File: config.mk
export PLATFORM = sky130hd
export DESIGN_NAME = scan_chain_target
export DESIGN_NICKNAME = d
export VERILOG_FILES = /design/src/rtl/scan_chain_target.sv
export SDC_FILE = /design/constraint.sdc
export NUM_CORES = 1
export LEC_CHECK = 0
export BUFFER_PORTS_ARGS = -buffer_cell sky130_fd_sc_hd__buf_2
export CORE_AREA = 2 2 136 138
export DETAILED_ROUTE_END_ITERATION = 10
export DIE_AREA = 0 0 138 140
export HOLD_SLACK_MARGIN = 0.08
export PLACE_DENSITY = 0.9
export SLEW_MARGIN = 20
export SYNTH_ARGS = -nofsm -noshare
export SYNTH_HDL_FRONTEND = slang
export SYNTH_SLANG_ARGS = --single-unit
export TNS_END_PERCENT = 50
File: constraint.sdc
create_clock -name clki -period 4.5 [get_ports clki]
set_input_delay 1.125 -clock clki [delete_from_list [all_inputs] [get_ports clki]]
set_output_delay 1.125 -clock clki [all_outputs]
set_load 0.02 [all_outputs]
File: src/rtl/scan_chain_target.sv
// scan_chain_target: chip-side responder for the host scan-chain link.
// Oversamples sc_clk/sc_data on clki, deserialises an LSB-first config word,
// returns a latched status word MSB-first on sc_out, and closes each frame
// after TIMEOUT quiet cycles with a good/short/over verdict.
// Optional build macro: SCT_PARITY_EN adds an even-parity rise after the
// payload and the err_parity output.
module scan_chain_target #(
  parameter int DATA_LEN   = 64,
  parameter int LEAD_BITS  = 1,
  parameter int TRAIL_BITS = 1,
  parameter int TIMEOUT    = 3000000
) (
  input  logic                clki,
  input  logic                rst,
  input  logic                sc_clk,
  input  logic                sc_data,
  input  logic [DATA_LEN-1:0] status_word,
  output logic                sc_out,
  output logic [DATA_LEN-1:0] cfg_word,
  output logic                cfg_valid,
  output logic                busy,
  output logic                err_short,
  output logic                err_over,
`ifdef SCT_PARITY_EN
  output logic                err_parity,
`endif
  output logic [7:0]          err_cnt
);

`ifdef SCT_PARITY_EN
  localparam int PAR_BITS = 1;
`else
  localparam int PAR_BITS = 0;
`endif
  localparam int N  = LEAD_BITS + DATA_LEN + PAR_BITS + TRAIL_BITS;
  localparam int CW = $clog2(N + 2);
  localparam int TW = $clog2(TIMEOUT + 1);
  localparam int IW = $clog2(DATA_LEN);

  localparam logic [CW-1:0] C_N     = CW'(N);
  localparam logic [CW-1:0] C_MAX   = CW'(N + 1);
  localparam logic [CW-1:0] C_FIRST = CW'(LEAD_BITS + 1);
  localparam logic [CW-1:0] C_LAST  = CW'(LEAD_BITS + DATA_LEN);
  localparam logic [CW-1:0] C_DLEN  = CW'(DATA_LEN);
`ifdef SCT_PARITY_EN
  localparam logic [CW-1:0] C_PAR   = CW'(LEAD_BITS + DATA_LEN + 1);
`endif
  localparam logic [TW-1:0] T_MAX   = TW'(TIMEOUT);

  localparam logic [1:0] S_IDLE  = 2'd0;
  localparam logic [1:0] S_SHIFT = 2'd1;
  localparam logic [1:0] S_CLOSE = 2'd2;

  logic                r_clk_s1, r_clk_s2, r_clk_d;
  logic                r_dat_s1, r_dat_s2;
  logic [1:0]          r_state;
  logic [CW-1:0]       r_rise_cnt;
  logic [TW-1:0]       r_to_cnt;
  logic [DATA_LEN-1:0] r_rx_sr;
  logic [DATA_LEN-1:0] r_status;
  logic [DATA_LEN-1:0] r_cfg;
  logic                r_sc_out;
  logic                r_cfg_valid;
  logic                r_busy;
  logic                r_err_short;
  logic                r_err_over;
  logic [7:0]          r_err_cnt;
`ifdef SCT_PARITY_EN
  logic                r_par;
  logic                r_err_parity;
`endif

  logic                w_rise;
  logic                w_take;
  logic                w_in_pay;
  logic [CW-1:0]       w_cnt_nx;
  logic [DATA_LEN-1:0] w_tx_word;
  logic [IW-1:0]       w_tx_idx;
  logic                w_tx_bit;

  // Two-flop synchronisers; the clock chain resets to the idle-high level so
  // leaving reset with sc_clk high is not mistaken for a rise.
  always_ff @(posedge clki) begin
    if (rst) begin
      r_clk_s1 <= 1'b1;
      r_clk_s2 <= 1'b1;
      r_clk_d  <= 1'b1;
      r_dat_s1 <= 1'b0;
      r_dat_s2 <= 1'b0;
    end else begin
      r_clk_s1 <= sc_clk;
      r_clk_s2 <= r_clk_s1;
      r_clk_d  <= r_clk_s2;
      r_dat_s1 <= sc_data;
      r_dat_s2 <= r_dat_s1;
    end
  end

  assign w_rise = r_clk_s2 & ~r_clk_d;
  // Rises arriving during the single CLOSE cycle are not part of any frame.
  assign w_take = w_rise && (r_state != S_CLOSE);

  // Rise number this rise will carry, and the status bit it returns.
  always_comb begin
    w_cnt_nx = r_rise_cnt + CW'(1);
    if (r_state == S_IDLE)         w_cnt_nx = CW'(1);
    else if (r_rise_cnt == C_MAX)  w_cnt_nx = C_MAX;
    w_in_pay  = (w_cnt_nx >= C_FIRST) && (w_cnt_nx <= C_LAST);
    // First rise of a frame uses the live word, later rises the latched copy.
    w_tx_word = (r_state == S_IDLE) ? status_word : r_status;
    w_tx_idx  = IW'(DATA_LEN - int'(w_cnt_nx));
    w_tx_bit  = (w_cnt_nx <= C_DLEN) ? w_tx_word[w_tx_idx] : 1'b0;
  end

  // Frame FSM, rise/timeout counters, shift registers and verdict pulses.
  always_ff @(posedge clki) begin
    if (rst) begin
      r_state     <= S_IDLE;
      r_rise_cnt  <= '0;
      r_to_cnt    <= '0;
      r_rx_sr     <= '0;
      r_status    <= '0;
      r_cfg       <= '0;
      r_sc_out    <= 1'b0;
      r_cfg_valid <= 1'b0;
      r_busy      <= 1'b0;
      r_err_short <= 1'b0;
      r_err_over  <= 1'b0;
      r_err_cnt   <= '0;
`ifdef SCT_PARITY_EN
      r_par        <= 1'b0;
      r_err_parity <= 1'b0;
`endif
    end else begin
      r_cfg_valid <= 1'b0;
      r_err_short <= 1'b0;
      r_err_over  <= 1'b0;
`ifdef SCT_PARITY_EN
      r_err_parity <= 1'b0;
`endif

      if (w_rise)                r_to_cnt <= '0;
      else if (r_to_cnt != T_MAX) r_to_cnt <= r_to_cnt + TW'(1);

      if (w_take) begin
        r_rise_cnt <= w_cnt_nx;
        r_sc_out   <= w_tx_bit;
        if (w_in_pay) r_rx_sr <= {r_dat_s2, r_rx_sr[DATA_LEN-1:1]};
`ifdef SCT_PARITY_EN
        if (w_cnt_nx == C_PAR) r_par <= r_dat_s2;
`endif
      end

      case (r_state)
        S_IDLE: begin
          if (w_rise) begin
            r_state  <= S_SHIFT;
            r_busy   <= 1'b1;
            r_status <= status_word;
          end
        end
        S_SHIFT: begin
          // A rise in the timeout cycle keeps the frame open.
          if (!w_rise && (r_to_cnt == T_MAX)) r_state <= S_CLOSE;
        end
        S_CLOSE: begin
          r_state  <= S_IDLE;
          r_busy   <= 1'b0;
          r_sc_out <= 1'b0;
          if (r_rise_cnt < C_N) begin
            r_err_short <= 1'b1;
            if (r_err_cnt != 8'hFF) r_err_cnt <= r_err_cnt + 8'd1;
          end else if (r_rise_cnt > C_N) begin
            r_err_over <= 1'b1;
            if (r_err_cnt != 8'hFF) r_err_cnt <= r_err_cnt + 8'd1;
`ifdef SCT_PARITY_EN
          end else if (r_par != ^r_rx_sr) begin
            r_err_parity <= 1'b1;
            if (r_err_cnt != 8'hFF) r_err_cnt <= r_err_cnt + 8'd1;
`endif
          end else begin
            r_cfg       <= r_rx_sr;
            r_cfg_valid <= 1'b1;
          end
        end
        default: r_state <= S_IDLE;
      endcase
    end
  end

  assign sc_out    = r_sc_out;
  assign cfg_word  = r_cfg;
  assign cfg_valid = r_cfg_valid;
  assign busy      = r_busy;
  assign err_short = r_err_short;
  assign err_over  = r_err_over;
  assign err_cnt   = r_err_cnt;
`ifdef SCT_PARITY_EN
  assign err_parity = r_err_parity;
`endif

endmodule

==> results of run 1 <==
## logic make-up (layout without fill, tap and decap cells)
kind of cell | Yosys count | in the layout | synth area share [%]
flops | 241 | 241 | 48.0
compound gates | 260 | 260 | 14.1
mux | 26 | 26 | 4.92
fa+ha+maj | 8 | 8 | 0.997
buf+inv | 99 | 211 | 4.57
xor+xnor | 27 | 27 | 2.43
simple gates | 593 | 593 | 24.9
## where the power goes
part	internal, uW	switching, uW	total (uW)
Combinational	62.0	88.6	151
Sequential	2150	12.0	2160
Clock	1240	828	2070
## through the flow
stage               hold slack [ns]  total power, uW  utilization [%]  cell area, um2
floorplan                     0.389             2300                -           10000
global placement              0.392             2350             60.5           10800
detailed placement            0.397             2360             60.5           10800
CTS                           0.411             4410             65.2           11600
global route                  0.424             4520             65.2           11600
finish                        0.411             4380             65.2           11600
## sequential cells by signal (all words and copies together), names as in the netlist
name	cells
err_short	1
busy	1
r_clk_s1	1
sc_out	1
err_over	1
r_state	2
r_dat_s1	1
r_dat_s2	1
cfg_word	64
r_status	64
r_to_cnt	22
r_clk_s2	1
cfg_valid	1
r_clk_d	1
r_rx_sr	64
r_rise_cnt	7
err_cnt	8
## metal layers
layer / wire [um] / vias to the layer above / GRT usage (%)
li1: - / 4391 / -
met1: 10100 / 4097 / 30.8
met2: 10900 / 300 / 39.0
met3: 1420 / 43 / 3.76
met4: 479 / 0 / 6.61
met5: 0 / - / 0
## Yosys cell counts, types with 3 or more instances
cell | n | area [um2]
a21o_1 | 4 | 30.0
xnor2_1 | 11 | 96.3
and3b_1 | 3 | 26.3
buf_2 | 4 | 20.0
buf_4 | 8 | 60.1
xor2_1 | 15 | 131
nor2b_1 | 4 | 25.0
a31oi_1 | 8 | 50.1
dfxtp_1 | 241 | 4820
nor2_1 | 53 | 199
mux4_2 | 18 | 405
and2_1 | 4 | 25.0
inv_1 | 9 | 33.8
and3_1 | 10 | 62.6
nor4_1 | 6 | 37.5
clkbuf_1 | 68 | 255
o21ai_0 | 13 | 65.1
a21oi_1 | 213 | 1070
ha_1 | 8 | 100
or3_1 | 9 | 56.3
a211o_1 | 3 | 26.3
or2_2 | 5 | 31.3
nor4b_1 | 3 | 26.3
buf_6 | 7 | 78.8
nand3_1 | 20 | 100
nand2_1 | 436 | 1640
nand4_1 | 11 | 68.8
mux2i_1 | 4 | 40.0
nor3_1 | 11 | 55.1
## cell type report
type	count	area, um2
Multi-Input combinational cell	914	4780
Clock inverter	12	153
Tap cell	229	287
Inverter	10	37.5
Sequential cell	241	4820
Clock buffer	32	681
Fill cell	1382	6180
Timing Repair Buffer	157	837
## worst paths after layout
path / to / cells after the start
setup / recovery: sc_out / 13
hold / removal: r_clk_s2 / 1
setup reg to reg: sc_out / 13
hold reg to reg: r_clk_s2 / 1
## cell usage in the layout (no fill, tap or decap), types with 3 or more instances in the layout
| master | n |
|---|---|
| dfxtp_1 | 241 |
| inv_1 | 9 |
| o21ai_0 | 13 |
| nor3_1 | 11 |
| clkbuf_8 | 5 |
| or3_1 | 9 |
| bufinv_16 | 3 |
| clkinv_2 | 6 |
| and3b_1 | 3 |
| mux4_2 | 18 |
| or2_2 | 5 |
| buf_4 | 12 |
| xor2_1 | 15 |
| nor4_1 | 6 |
| nor2b_1 | 4 |
| ha_1 | 8 |
| and3_1 | 9 |
| nand3_1 | 20 |
| nand2_1 | 434 |
| nand4_1 | 11 |
| a31oi_1 | 8 |
| mux2i_1 | 4 |
| nor2_1 | 53 |
| clkbuf_16 | 24 |
| a21oi_1 | 213 |
| a211o_1 | 3 |
| xnor2_1 | 11 |
| a21o_1 | 4 |
| clkbuf_1 | 3 |
| nor4b_1 | 3 |
| buf_2 | 143 |
## worst max-delay path: stages (launching register included)
cell	delay [ns]
dfxtp_1	0.55
ha_1	0.46
and3b_1	0.35
nand2_1	0.08
a21oi_1	0.35
inv_1	0.11
ha_1	0.24
buf_4	0.19
xnor2_2	0.45
mux4_2	0.58
nor2_1	0.10
nor3_1	0.06
o41ai_1	0.35
a41oi_1	0.07
==> summary.txt, run 1 <==
Outcome
  • Status: completed

Detailed routing
  • Residual DRC: 0
  • Drt wl/cell: 14.4 um
  • Post-DRT Antenna Nets: 0
  • Vias per Instance: 5.54
  • Via Count: 8831
  • Total Wirelength: 22900 um
  • Iter 0 DRT Violations: 704
  • DRT Pass-1 Iters: 6

GRT
  • Antenna violations before repair: 0
  • Vias in the first global route: 8112
  • Pin count of the biggest net entering global routing: 137
  • First-pass GRT wire length: 38400 um
  • GRT Total Usage: 23.0%
  • Remaining global-route overflow: 0

STA
  • Slew @ Worst Pin: 0.971 ns
  • Period minus WS final: 4.09 ns
  • Setup repair after global routing missed its margin: false
  • Tcrit/Tclk final: 90.8%
  • Worst slew margin: 35.2%
  • Setup TNS: 0 ns
  • Hold Vio Cnt, Final: 0
  • Setup Skew: 0.0145 ns
  • Max-slew violation count: 0
  • Endpoints failing setup: 0
  • Fmax: 245 MHz
  • Final WS setup: 0.413 ns

Yosys
  • Syn_area_per_cell: 8.01 um2
  • Post-Syn Area: 10000 um2
  • Syn Nets: 1330
  • Post-synth top flop: dfxtp_1
  • Ys Warns: 0
  • Synth async-reset ratio: 0%
  • Mapped Cells: 1254
  • Seq cells post-synth: 241
  • Post-synth EDFFs: 0
  • Synth cell types: 66
  • Sequential fraction of the synthesis area: 48.0%

Clocking
  • CTS buffer count: 24
  • Clock Path Buffers: 3
  • TritonCTS clock tree: built
  • Setup bufs post-CTS: 0
  • Clk pin slew, worst setup/hold paths: 0.07 ns
  • H-tree lvl count: 1
  • Worst skew pair latency: 0.52 ns
  • Post-CTS sizing: 0
  • Cts-stage hold buffer count: 0
  • Clock sink total: 241
  • Clk root buf: clkbuf_16

Critical path
  • Worst EP required: 4.89 ns
  • Critical Path Start: r_rise_cnt[0]
  • CP Capture Type: flop
  • CP Data Arrival Time: 4.48 ns
  • R2R Setup Slk: 0.41 ns
  • CP Max Fanout: 13
  • FF-to-FF Start: r_rise_cnt[0]
  • Crit start category: flop
  • WS Path Type: flop to flop

Power and ir drop
  • VDD IR max: 0.319 mV
  • Power Dens Cells: 378 nW/um2
  • Leakage power: 0.00424 uW

Placement
  • Place WS: 0.506 ns
  • I/O Buffers: 144
  • Dpl cells: 1551
  • Hpwl dp: 14600 um
  • Routability congestion estimate: 0.908

Floorplan
  • Die height: 140 um
  • Initial Util: 56.5%
  • Top Ports: 145
  • Cell Rows: 49
  • Core Box Area: 17800 um2
  • Die area: 19300 um2
  • Chip width: 138 um

Cells and area
  • Final Net Count: 1424
  • Ant diodes: 0
  • Fin cells: 1595
  • Layout cell share with drive strength beyond 1: 17.6%
  • Area grow syn2layout: 15.5%

Flow run
  • # Max-Cap Violations: 0

Hold path
  • Hold Path Origin: r_clk_s1
  • HP Class: flop to flop
Note: power is estimated with default switching activity, not from simulation.
==> inputs of run 2 (changes only) <==
--- a/config.mk
+++ b/config.mk
@@ -5,12 +5,12 @@
 export SDC_FILE = /design/constraint.sdc
 export NUM_CORES = 1
 export LEC_CHECK = 0
-export BUFFER_PORTS_ARGS = -buffer_cell sky130_fd_sc_hd__buf_2
-export CORE_AREA = 2 2 136 138
+export CORE_AREA = 2 2 133 135
 export DETAILED_ROUTE_END_ITERATION = 10
-export DIE_AREA = 0 0 138 140
+export DIE_AREA = 0 0 135 137
+export DONT_BUFFER_PORTS = 1
 export HOLD_SLACK_MARGIN = 0.08
-export PLACE_DENSITY = 0.9
+export PLACE_DENSITY = 0.75
 export SLEW_MARGIN = 20
 export SYNTH_ARGS = -nofsm -noshare
 export SYNTH_HDL_FRONTEND = slang
==> summary.txt, run 2 (same netlist as run 1, synthesis figures left out) <==
Outcome
  • Status: completed

GRT
  • Antenna violations before repair: 0 (unchanged)
  • Pin count of the biggest net entering global routing: 221 (+61%)
  • Vias in the first global route: 7373 (-9.1%)
  • GRT Total Usage: 22.7% (-0.39 points)
  • First-pass GRT wire length: 35300 um (-8.0%)
  • Remaining global-route overflow: 0 (unchanged)

Cells and area
  • Final Net Count: 1278 (-10%)
  • Fin cells: 1444 (-9.5%)
  • FILL cells: 1494 (+8.1%)
  • Area grow syn2layout: 8.25%
  • Ant diodes: 0 (unchanged)
  • Most common cell after layout, fill and taps aside: nand2_1
  • Most frequent cells in the layout: nand2_1 (434), dfxtp_1 (241), a21oi_1 (213), nor2_1 (53), clkbuf_16 (25)
  • Layout cell share with drive strength beyond 1: 7.63% (-9.9 points)

STA
  • Worst slew margin: 51.2% (+16 points)
  • Setup TNS: 0 ns (unchanged)
  • Hold Vio Cnt, Final: 0 (unchanged)
  • Period minus WS final: 4.15 ns (+0.0629 ns)
  • Setup repair after global routing missed its margin: false
  • Endpoints failing setup: 0 (unchanged)
  • Slew @ Worst Pin: 0.732 ns (-0.239 ns)
  • Setup Skew: 0.0148 ns (+0.000335 ns)
  • Max-slew violation count: 0 (unchanged)
  • Hold WS: 0.407 ns (-0.00463 ns)
  • Fmax: 241 MHz (-1.5%)
  • Tcrit/Tclk final: 92.2% (+1.4 points)

Placement
  • Routability congestion estimate: 0.920 (+1.3%)
  • Dpl cells: 1401 (-9.7%)
  • I/O Buffers: 0 (-100%)
  • Hpwl dp: 13500 um (-7.9%)

Power and ir drop
  • Power Dens Cells: 403 nW/um2 (+6.8%)
  • Leakage power: 0.00354 uW (-16%)
  • Final Total Pwr: 4380 uW (about the same)
  • VDD IR max: 0.315 mV (-1.2%)

Critical path
  • CP Capture Type: flop
  • CP Max Fanout: 13 (unchanged)
  • Reg2reg path depth: 13 (unchanged)
  • CP Data Arrival Time: 4.58 ns (+0.10 ns)
  • WS Path Type: flop to flop
  • Worst EP required: 4.93 ns (+0.04 ns)
  • Crit start category: flop
  • R2R Setup Slk: 0.35 ns (-0.06 ns)

Floorplan
  • Top Ports: 145 (unchanged)
  • Chip width: 135 um (-2.2%)
  • Die height: 137 um (-2.1%)
  • Cell Rows: 48 (-2.0%)
  • Initial Util: 58.9% (+2.4 points)
  • Core Box Area: 17100 um2 (-4.1%)
  • Die area: 18500 um2 (-4.3%)

Clocking
  • Post-CTS sizing: 0 (unchanged)
  • TritonCTS clock tree: built
  • CTS buffer count: 24 (unchanged)
  • Clock Path Buffers: 3 (unchanged)
  • Setup bufs post-CTS: 0 (unchanged)
  • Cts-stage hold buffer count: 0 (unchanged)
  • H-tree lvl count: 1 (unchanged)
  • Clk pin slew, worst setup/hold paths: 0.06 ns (about the same)
  • Worst skew pair latency: 0.51 ns (about the same)
  • Clk root buf: clkbuf_16
  • Clock sink total: 241 (unchanged)

Hold path
  • Worst Hold Depth: 1 (unchanged)
  • HP Class: flop to flop

Detailed routing
  • Via Count: 8131 (-7.9%)
  • DRT Pass-1 Iters: 4 (-2)
  • Vias per Instance: 5.63 (+1.7%)
  • Drt wl/cell: 14.7 um (+2.6%)
  • Iter 0 DRT Violations: 540 (-23%)
  • Post-DRT Antenna Nets: 0 (unchanged)
  • Total Wirelength: 21300 um (-7.1%)
  • Residual DRC: 0 (unchanged)

Flow run
  • # Max-Cap Violations: 0 (unchanged)
[run 2: cell types whose count changed in the layout (fill, tap and decap cells not counted), sizes merged]
cell    delta
bufinv     +1
clkbuf     +2
buf      -146
clkinv     -4
[run 2: worst max-delay path, stage by stage, from the launching register on]
cell and delay (ns):
dfxtp_1 0.41, ha_1 0.38, and3b_1 0.29, a21o_1 0.36
nor2_2 0.42, ha_1 0.28, or4b_1 0.46, o31ai_1 0.14
nor3_1 0.11, a221o_1 0.35, or3_1 0.40, nor4_2 0.18
o41ai_1 0.12, a41oi_1 0.17
[run 2: cell type report]
type	count	area, um2	share of cell area [%]
multi-input cells	914	4770	43.9
repair buffers	11	82.6	0.760
inverters	10	37.5	0.345
flip-flops and latches	241	4820	44.4
clock buffers	34	719	6.62
clock inverters	9	151	1.39
well taps	225	282	2.59
[run 2: per-stage QoR]
step	area, um2	util, %	setup WS, ns
floorplan	10000	-	1.02
global placement	10000	58.6	0.595
detailed placement	10000	58.6	0.418
CTS	10900	63.7	0.408
global route	10900	63.7	0.116
finish	10900	63.7	0.351
[run 2: final timing paths]
path,to,from
max reg2reg,sc_out,r_rise_cnt[0]
min reg2reg,r_clk_s2,r_clk_s1
max,sc_out,r_rise_cnt[0]
min,r_clk_s2,r_clk_s1
[run 2: layer usage]
layer	share of wire, %	vias up	GRT usage (%)	routed length (um)
li1	-	4096	-	-
met1	43	3772	30.3	9240
met2	47	223	36.5	10000
met3	7.3	40	5.48	1540
met4	2.1	0	7.18	438
met5	0	-	0	0
[run 2: where the power goes]
| group | switching (uW) | leakage [uW] | total [uW] | internal, uW |
|---|---|---|---|---|
| registers | 11.7 | 0.00194 | 2160 | 2150 |
| logic | 43.9 | 0.00117 | 83.2 | 39.3 |
| clock network | 798 | 0.000428 | 2140 | 1340 |
